<file path="src/rtl/fetch_decode_unit_if.sv">
// Issue handshake between fetch/decode and the execute stage.
// master drives operands and issue_valid; slave returns exec_ready.
interface fetch_decode_unit_if;
    logic       issue_valid;
    logic       exec_ready;
    logic [7:0] a;
    logic [7:0] b;
    logic [2:0] opcode;
    logic       save;

    modport master (
        output issue_valid, a, b, opcode, save,
        input  exec_ready
    );

    modport slave (
        input  issue_valid, a, b, opcode, save,
        output exec_ready
    );
endinterface

</file>
<file path="src/rtl/fetch_decode_unit.sv">
// fetch_decode_unit: program store, pc sequencer and decoder feeding execute.
// Define FETCH_LOOP_EN to wrap pc at the end of the store instead of halting.
module fetch_decode_unit #(
    parameter int ADDR_W = 4
) (
    input  logic                clk,
    input  logic                reset,
    input  logic                prog_we,
    input  logic [ADDR_W-1:0]   prog_addr,
    input  logic [20:0]         prog_data,
    input  logic                start,
    fetch_decode_unit_if.master iss,
    output logic [ADDR_W-1:0]   pc,
    output logic                busy,
    output logic                halted
);
    typedef enum logic [2:0] {
        IDLE,
        FETCH,
        DECODE,
        ISSUE,
        HALTED
    } state_t;

    localparam logic [ADDR_W-1:0] PC_LAST = {ADDR_W{1'b1}};

    state_t            state_q;
    logic [ADDR_W-1:0] pc_q;
    logic [ADDR_W-1:0] pc_inc_d;
    logic [20:0]       mem_q [2**ADDR_W];
    logic [20:0]       rdata_q;
    logic [19:0]       ir_q;
    logic              issue_valid_q;
    logic              busy_q;
    logic              halted_q;
    logic              store_we_d;
    logic              fire_d;

    assign pc_inc_d = pc_q + 1'b1;
    assign fire_d   = issue_valid_q && iss.exec_ready;

    // Loading is only allowed while no program is running.
    assign store_we_d = prog_we && !reset &&
                        (state_q == IDLE || state_q == HALTED);

    // Program store write port; contents survive reset.
    always_ff @(posedge clk) begin
        if (store_we_d) begin
            mem_q[prog_addr] <= prog_data;
        end
    end

    // Registered read port; the word appears one cycle after FETCH.
    always_ff @(posedge clk) begin
        rdata_q <= mem_q[pc_q];
    end

    // Sequencer with registered issue and status outputs.
    always_ff @(posedge clk or posedge reset) begin
        if (reset) begin
            state_q       <= IDLE;
            pc_q          <= '0;
            ir_q          <= '0;
            issue_valid_q <= 1'b0;
            busy_q        <= 1'b0;
            halted_q      <= 1'b0;
        end else begin
            unique case (state_q)
                IDLE, HALTED: begin
                    if (start) begin
                        pc_q     <= '0;
                        state_q  <= FETCH;
                        busy_q   <= 1'b1;
                        halted_q <= 1'b0;
                    end
                end
                FETCH: begin
                    state_q <= DECODE;
                end
                DECODE: begin
                    // Halt words are never latched, so operands keep
                    // the last issued instruction.
                    if (rdata_q[20]) begin
                        state_q  <= HALTED;
                        busy_q   <= 1'b0;
                        halted_q <= 1'b1;
                    end else begin
                        ir_q          <= rdata_q[19:0];
                        state_q       <= ISSUE;
                        issue_valid_q <= 1'b1;
                    end
                end
                ISSUE: begin
                    if (fire_d) begin
                        issue_valid_q <= 1'b0;
                        if (pc_q == PC_LAST) begin
`ifdef FETCH_LOOP_EN
                            pc_q    <= '0;
                            state_q <= FETCH;
`else
                            state_q  <= HALTED;
                            busy_q   <= 1'b0;
                            halted_q <= 1'b1;
`endif
                        end else begin
                            pc_q    <= pc_inc_d;
                            state_q <= FETCH;
                        end
                    end
                end
                default: begin
                    state_q <= IDLE;
                end
            endcase
        end
    end

    assign iss.issue_valid = issue_valid_q;
    assign iss.opcode      = ir_q[19:17];
    assign iss.save        = ir_q[16];
    assign iss.a           = ir_q[15:8];
    assign iss.b           = ir_q[7:0];
    assign pc              = pc_q;
    assign busy            = busy_q;
    assign halted          = halted_q;
endmodule
</file>
<file path="src/flat_wrapper.sv">
// flat-port wrapper written by rule: the top's interface ports become plain ports
module fetch_decode_unit_flat 
#(
    parameter int ADDR_W = 4
)
  (clk, reset, prog_we, prog_addr, prog_data, start, pc, busy, halted, iss_issue_valid, iss_a, iss_b, iss_opcode, iss_save, iss_exec_ready);
  fetch_decode_unit_if iss_i ();
  input  logic clk;
  input  logic reset;
  input  logic prog_we;
  input  logic [ADDR_W-1:0] prog_addr;
  input  logic [20:0] prog_data;
  input  logic start;
  output logic [ADDR_W-1:0] pc;
  output logic busy;
  output logic halted;
  output wire logic [$bits(iss_i.issue_valid)-1:0] iss_issue_valid;
  output wire logic [$bits(iss_i.a)-1:0] iss_a;
  output wire logic [$bits(iss_i.b)-1:0] iss_b;
  output wire logic [$bits(iss_i.opcode)-1:0] iss_opcode;
  output wire logic [$bits(iss_i.save)-1:0] iss_save;
  input wire logic [$bits(iss_i.exec_ready)-1:0] iss_exec_ready;
  assign iss_issue_valid = iss_i.issue_valid;
  assign iss_a = iss_i.a;
  assign iss_b = iss_i.b;
  assign iss_opcode = iss_i.opcode;
  assign iss_save = iss_i.save;
  assign iss_i.exec_ready = iss_exec_ready;
  fetch_decode_unit #(.ADDR_W(ADDR_W)) u_core (.clk(clk), .reset(reset), .prog_we(prog_we), .prog_addr(prog_addr), .prog_data(prog_data), .start(start), .iss(iss_i), .pc(pc), .busy(busy), .halted(halted));
endmodule
</file>
<file path="config.mk">
export PLATFORM = sky130hd
export DESIGN_NAME = fetch_decode_unit_flat
export DESIGN_NICKNAME = d
export VERILOG_FILES = /design/src/rtl/fetch_decode_unit_if.sv /design/src/rtl/fetch_decode_unit.sv /design/src/flat_wrapper.sv
export SDC_FILE = /design/constraint.sdc
export NUM_CORES = 1
export LEC_CHECK = 0
export ABC_AREA = 1
export BUFFER_PORTS_ARGS = -buffer_cell sky130_fd_sc_hd__buf_2
export CORE_AREA = 2 2 216 302
export DETAILED_ROUTE_END_ITERATION = 8
export DIE_AREA = 0 0 218 304
export PLACE_DENSITY = 0.49
export SLEW_MARGIN = 25
export SYNTH_ARGS = -nofsm -noshare
export SYNTH_HDL_FRONTEND = slang
export SYNTH_SLANG_ARGS = --single-unit
</file>
<file path="constraint.sdc">
create_clock -name clk -period 2.9 [get_ports clk]
set_input_delay 0.87 -clock clk [delete_from_list [all_inputs] [get_ports clk]]
set_output_delay 0.87 -clock clk [all_outputs]
set_load 0.01 [all_outputs]
</file>
Word-level counts from Yosys, hierarchy flattened
Memory sizes are Yosys's and may differ from the RTL's. A register that Yosys moved wholly into a read port is not among the register bits.
Index checks and enable logic that the tools add are counted.
W data, S select, Z words.
{"block": "classes", "add_sub_neg": 1, "n_mul": 0, "div": 0, "order_cmp": 0, "n_eq_ne": 11, "shift": 0, "muxes": 24, "n_bitwise": 1, "n_reduce_logical": 15}
{"op": "$mux W1", "n": 12}
{"op": "$mux W3", "n": 4}
{"op": "$mux W4", "n": 3}
{"op": "$pmux W3 S4", "n": 1}
{"op": "$pmux W4 S2", "n": 1}
{"op": "$eq A3 B2 Y1 const B", "n": 2}
{"op": "$ne A2 B1 Y1 const B", "n": 3}
{"op": "$ne A2 B2 Y1 const B", "n": 3}
{"op": "$pmux W1 S3", "n": 2}
{"op": "$reduce_and A5 Y1", "n": 1}
{"op": "$add A4 B1 Y4 const B", "n": 1}
{"op": "$eq A4 B4 Y1 const B", "n": 1}
{"op": "$reduce_and A2 Y1", "n": 2}
{"op": "$reduce_and A4 Y1", "n": 1}
{"op": "$reduce_bool A2 Y1", "n": 2}
{"op": "$eq A3 B1 Y1 const B", "n": 1}
{"op": "$eq A3 B3 Y1 const B", "n": 1}
{"op": "$logic_and A1 B1 Y1", "n": 3}
{"op": "$logic_not A3 Y1", "n": 1}
{"op": "$reduce_and A3 Y1", "n": 1}
{"op": "$reduce_bool A3 Y1", "n": 1}
{"op": "$pmux W1 S2", "n": 1}
{"op": "$reduce_or A2 Y1", "n": 1}
{"op": "$logic_not A1 Y1", "n": 1}
{"op": "2 further kinds", "n": 2}
{"block": "word_totals", "reg_bits": 30, "latch_bits": 0, "mem_bits_rw": 336, "mem_bits_ro": 0, "in_bits": 30, "wordCells": 59, "mem_count": 1}
{"name": "u_core.mem_q", "words": 16, "word_bits": 21, "rd": 1, "rd_ports_with_merged_regs": 1, "wr": 1, "line_no": "fetch_decode_unit.sv:30", "rtl": "logic [20:0] mem_q [2**ADDR_W];"}

Depth between registers and ports, before layout
{"block": "depth", "depth_word": 5, "depth_mapped": 9}

Worst setup path before layout
OpenSTA, ideal clock, no wires.
{"block": "synth_path", "kind": "input -> register", "startpoint": "input reset", "endpoint": "memory u_core.mem_q[0][0] (enable)", "setup_time_ns": 0.399, "arrival_time_ns": 2.908, "t_required_ns": 2.501, "setup_slack_ns": -0.407, "stages": 5, "path_cell_list": "inv_1 > nand2_1 > nor2_1 > nand3_1 > nor2_1"}
{"block": "synth_between", "elab_chain_cells": 5}
{"element": "from (decl)", "line_no": "flat_wrapper.sv:9", "rtl": "input logic reset;"}
{"element": "$logic_not A1 Y1", "line_no": "fetch_decode_unit.sv:43", "rtl": "assign store_we_d = prog_we && !reset &&"}
{"element": "$logic_and A1 B1 Y1 (2 in series)", "line_no": "fetch_decode_unit.sv:43"}
{"element": "$mux W1", "line_no": "fetch_decode_unit.sv:48", "rtl": "if (store_we_d) begin"}
{"element": "$mux W1 (not written as such)", "line_no": "fetch_decode_unit.sv:49", "rtl": "mem_q[prog_addr] <= prog_data;"}
{"element": "to (decl)", "line_no": "fetch_decode_unit.sv:30"}
No other way between the ends.

Worst setup path in the final report
{"block": "layout_path", "startpoint": "register u_core.pc_q[2], in the netlist u_core.pc[2]", "endpoint": "output pc[2]"}
{"element": "from (decl)", "line_no": "fetch_decode_unit.sv:28", "rtl": "logic [ADDR_W-1:0] pc_q;"}
{"element": "from (signal assigned)", "line_no": "fetch_decode_unit.sv:106", "rtl": "pc_q <= pc_inc_d;"}
{"element": "to (decl)", "line_no": "flat_wrapper.sv:14", "rtl": "output logic [ADDR_W-1:0] pc;"}
No word-level cell between the ends.

==> metrics.txt <==
clock tree from TritonCTS built; most instantiated cells after synthesis sky130_fd_sc_hd__nand2_1, sky130_fd_sc_hd__edfxtp_1, sky130_fd_sc_hd__nand3_1, sky130_fd_sc_hd__inv_1, sky130_fd_sc_hd__nor2_1; HPWL after detailed placement around 26000 um; routed wire length per instance 17.23 um; area of the placeable core 0.06386 sq mm; setup ws final 0.3500 ns; number of antenna repair diodes 0; fraction of layout instances using a drive strength above 1 10.82%; global-route usage over all layers 12.39%; CTS-repair resized insts 0; WP buf/inv 2; final non-filler cell area approximately 0.018 sq mm; sum of negative setup slack 0 ns; count of state elements after synthesis 387; minimum clock period between 2 and 3 ns; dominant synthesized flop cell sky130_fd_sc_hd__edfxtp_1; CP Data Arrival Time 1.68 ns; Core Rows 110; highest clock rate ~0.39 GHz; top post-synthesis cells by area sky130_fd_sc_hd__edfxtp_1, sky130_fd_sc_hd__nand2_1, sky130_fd_sc_hd__nand3_1, sky130_fd_sc_hd__dfrtp_1, sky130_fd_sc_hd__dfxtp_1; area growth from synthesis to layout 16.86%; count of flip-flops with a built-in enable after synthesis between 300 and 400; vias in the first global route approximately 10000; Total Routed Length 41070 um; Worst Reg2Reg Path Length in Cells 6; root buffer selected by CTS sky130_fd_sc_hd__clkbuf_16; total standard cell area after synthesis 0.01573 sq mm; Mean Syn Cell Area roughly 11 sq um; CP max stage delay 0.53 ns; clock latency of the later-clocked register in the worst-skew pair 0.53 ns; Placed Instance Area 0.01718 sq mm; unrepaired setup endpoints after global routing false; final total power 13.35 mW; number of antenna-violating nets in the routed design 0; crit-path max FO 48; startpoint of the worst register-to-register path u_core.state_q[1]$_DFFE_PP0P_; number of hold-slack violations in the final timing report 0; power density normalized to cell area 725.9 mW/mm^2; share of the yosys chip area belonging to registers a little under three quarters; Final Setup Violations 0; CTS H-Tree Depth 2; ys async rst share 7.752%; Slew Limit Fails 0; hold depth 2; Net Count, Synth 1487; number of max-cap violations 0; capture endpoint of the worst hold path u_core.ir_q[13]$_DFFE_PP0P_; Layout Nets 1546; kind of start point of the critical path flop; static power due to leakage about 7.3 nW; clock-pin slew on the worst setup and hold paths 0.06 ns; fraction of post-synthesis cell area in the top cell type by area 64.13%; met3 wire length ~1900 um; origin of the worst min-delay path u_core.rdata_q[13]$_DFF_P_; iteration-0 DRC count of the detailed router between 700 and 800; fillers 6687; synthesized instance count about 1500; maximum number of pins on one net before global-route repair about 100; die width around 220 um; transition at the pin with the smallest max-transition slack between 0.7 and 0.8 ns; Chip Height 304 um; crit path capture type output pin; Post-Place Setup Slack 0.2218 ns; total global routing overflow 0; highest metal used met5; drt first pass iters 5; initial core utilization between 20% and 30%; Worst R2R End u_core.mem_q[7][11]$_DFFE_PP_; wire length the detailed router placed on met1 16920 um; data required time of the worst path 2.03 ns; post-route fraction of the period consumed by the critical path between 80% and 90%; drc violations 0; maximum buffer depth of the clock tree 3; Die Outline Area roughly 0.066 sq mm; number of antenna violations at the first check in global routing 8; path type of the worst min-delay path flop to flop; library cell with the highest instance count after synthesis sky130_fd_sc_hd__nand2_1; number of warning messages in the yosys log 0; critical-path cell list buf_4, buf_2; TritonCTS Buffers 38; Worst IR Drop VDD 0.0003135 V; Ports 57; cell with the biggest individual delay on the critical path sky130_fd_sc_hd__buf_4; register-to-register setup slack around 0.57 ns; result of the run completed; worst hold margin 0.4239 ns; CTS hold repair buffers 0; critical path type flop to output pin; vias per inst 4.218; post-synthesis cell type with the largest combined area sky130_fd_sc_hd__edfxtp_1; clock tree sinks 387; wire length of the first global-routing pass just over 60000 um; weighted congestion at the end of routability-driven global placement 0.7904; headroom to the max-slew limit 46.61%; Clock Skew 0.009736 ns; Crit path max-delay family buffers and inverters; number of distinct library cells after synthesis 22; met2 routed WL 20920 um; post-CTS setup buffers 0; number of vias in the routed layout a little over 10000; number of input and output port buffers inserted 56
[through the flow]
step,cells,utilization [%]
6_report,2384,28.79
5_1_grt,2384,28.79
4_1_cts,2384,28.79
3_5_place_dp,2315,26.90
3_3_place_gp,2315,26.90
2_1_floorplan,1456,-
[state kept, by name, indices dropped and copies added, names as in the netlist]
register / flops
u_core.mem_q: 336
u_core.rdata_q: 21
u_core.ir_q: 20
u_core.pc: 4
u_core.state_q: 3
u_core.busy: 1
u_core.halted: 1
u_core.iss.issue_valid: 1
[how the worst max path moves through the flow]
stage | from | end | slack (ns) | cells past startpoint
after floorplan | reset | u_core.mem_q[0][0]$_DFFE_PP_ | 0.20 | 5
after global placement | reset | u_core.mem_q[7][16]$_DFFE_PP_ | 0.22 | 7
after detailed placement | reset | u_core.mem_q[7][15]$_DFFE_PP_ | 0.22 | 7
after CTS | u_core.pc[2]$_DFFE_PP0P_ | pc[2] | 0.30 | 2
after global routing | u_core.pc[2]$_DFFE_PP0P_ | pc[2] | 0.28 | 2
final | u_core.pc[2]$_DFFE_PP0P_ | pc[2] | 0.35 | 2
[cell type report]
cell class | count | area, sq um | area share, %
clock buffer | 54 | 1116 | 6.070
clock inverter | 15 | 88.84 | 0.4832
inverter | 105 | 402.9 | 2.191
multi-input combinational | 891 | 3685 | 20.04
sequential | 387 | 11270 | 61.28
tap | 840 | 1051 | 5.716
timing repair buffer | 92 | 775.7 | 4.219
[tightest hold or removal path, stage by stage, from the launching register on]
cell and delay (ns):
sky130_fd_sc_hd__dfxtp_1 0.30, sky130_fd_sc_hd__nand2_1 0.05, sky130_fd_sc_hd__nand2_1 0.04
[placed cells by master (no fill, tap or decap)]
master                       count
sky130_fd_sc_hd__clkinv_2        7
sky130_fd_sc_hd__o21ai_0        26
sky130_fd_sc_hd__nor2_4          1
sky130_fd_sc_hd__dfrtp_4         1
sky130_fd_sc_hd__inv_4           1
sky130_fd_sc_hd__buf_12         18
sky130_fd_sc_hd__o211ai_1        2
sky130_fd_sc_hd__nand2_4         1
sky130_fd_sc_hd__ha_1            1
sky130_fd_sc_hd__inv_1         101
sky130_fd_sc_hd__clkbuf_16      42
sky130_fd_sc_hd__nor2_1         47
sky130_fd_sc_hd__bufinv_16       1
sky130_fd_sc_hd__clkinv_1        9
sky130_fd_sc_hd__nand3_1       178
sky130_fd_sc_hd__dfrtp_1        27
sky130_fd_sc_hd__buf_2          56
sky130_fd_sc_hd__nor2_2         16
sky130_fd_sc_hd__edfxtp_1      336
sky130_fd_sc_hd__dfxtp_1        21
sky130_fd_sc_hd__buf_4          18
sky130_fd_sc_hd__clkbuf_8        2
sky130_fd_sc_hd__o311ai_0        1
sky130_fd_sc_hd__xor2_1          1
sky130_fd_sc_hd__clkinvlp_4      1
sky130_fd_sc_hd__dfrtp_2         2
sky130_fd_sc_hd__nand2_1       616
sky130_fd_sc_hd__nand3b_1        1
sky130_fd_sc_hd__clkbuf_1       10
[per-layer routing]
layer / global-route usage (%) / vias up
met3: 2.219 / 83
met5: 0 / -
li1: - / 4913
met1: 14.50 / 4830
met2: 22.39 / 213
met4: 4.509 / 16
[power breakdown]
part           total (mW)  leakage (nW)  switching [mW]  internal [mW]
combinational        1.96          3.14            1.36          0.603
clock                4.81         0.592            2.04           2.77
sequential           6.58          3.57           0.176           6.40
[logic make-up (layout without fill, tap and decap cells)]
family                   after synthesis  after routing  synth area share (%)
AO/OA/AOI/OAI                         29             29                0.9781
XOR/XNOR                               1              1               0.05568
adder cells (fa/ha/maj)                1              1               0.07951
buffers and inverters                178            266                 5.264
flip-flops                           387            387                 71.57
AND/OR/NAND/NOR                      860            860                 22.05
(Power assumes the default switching activity.)
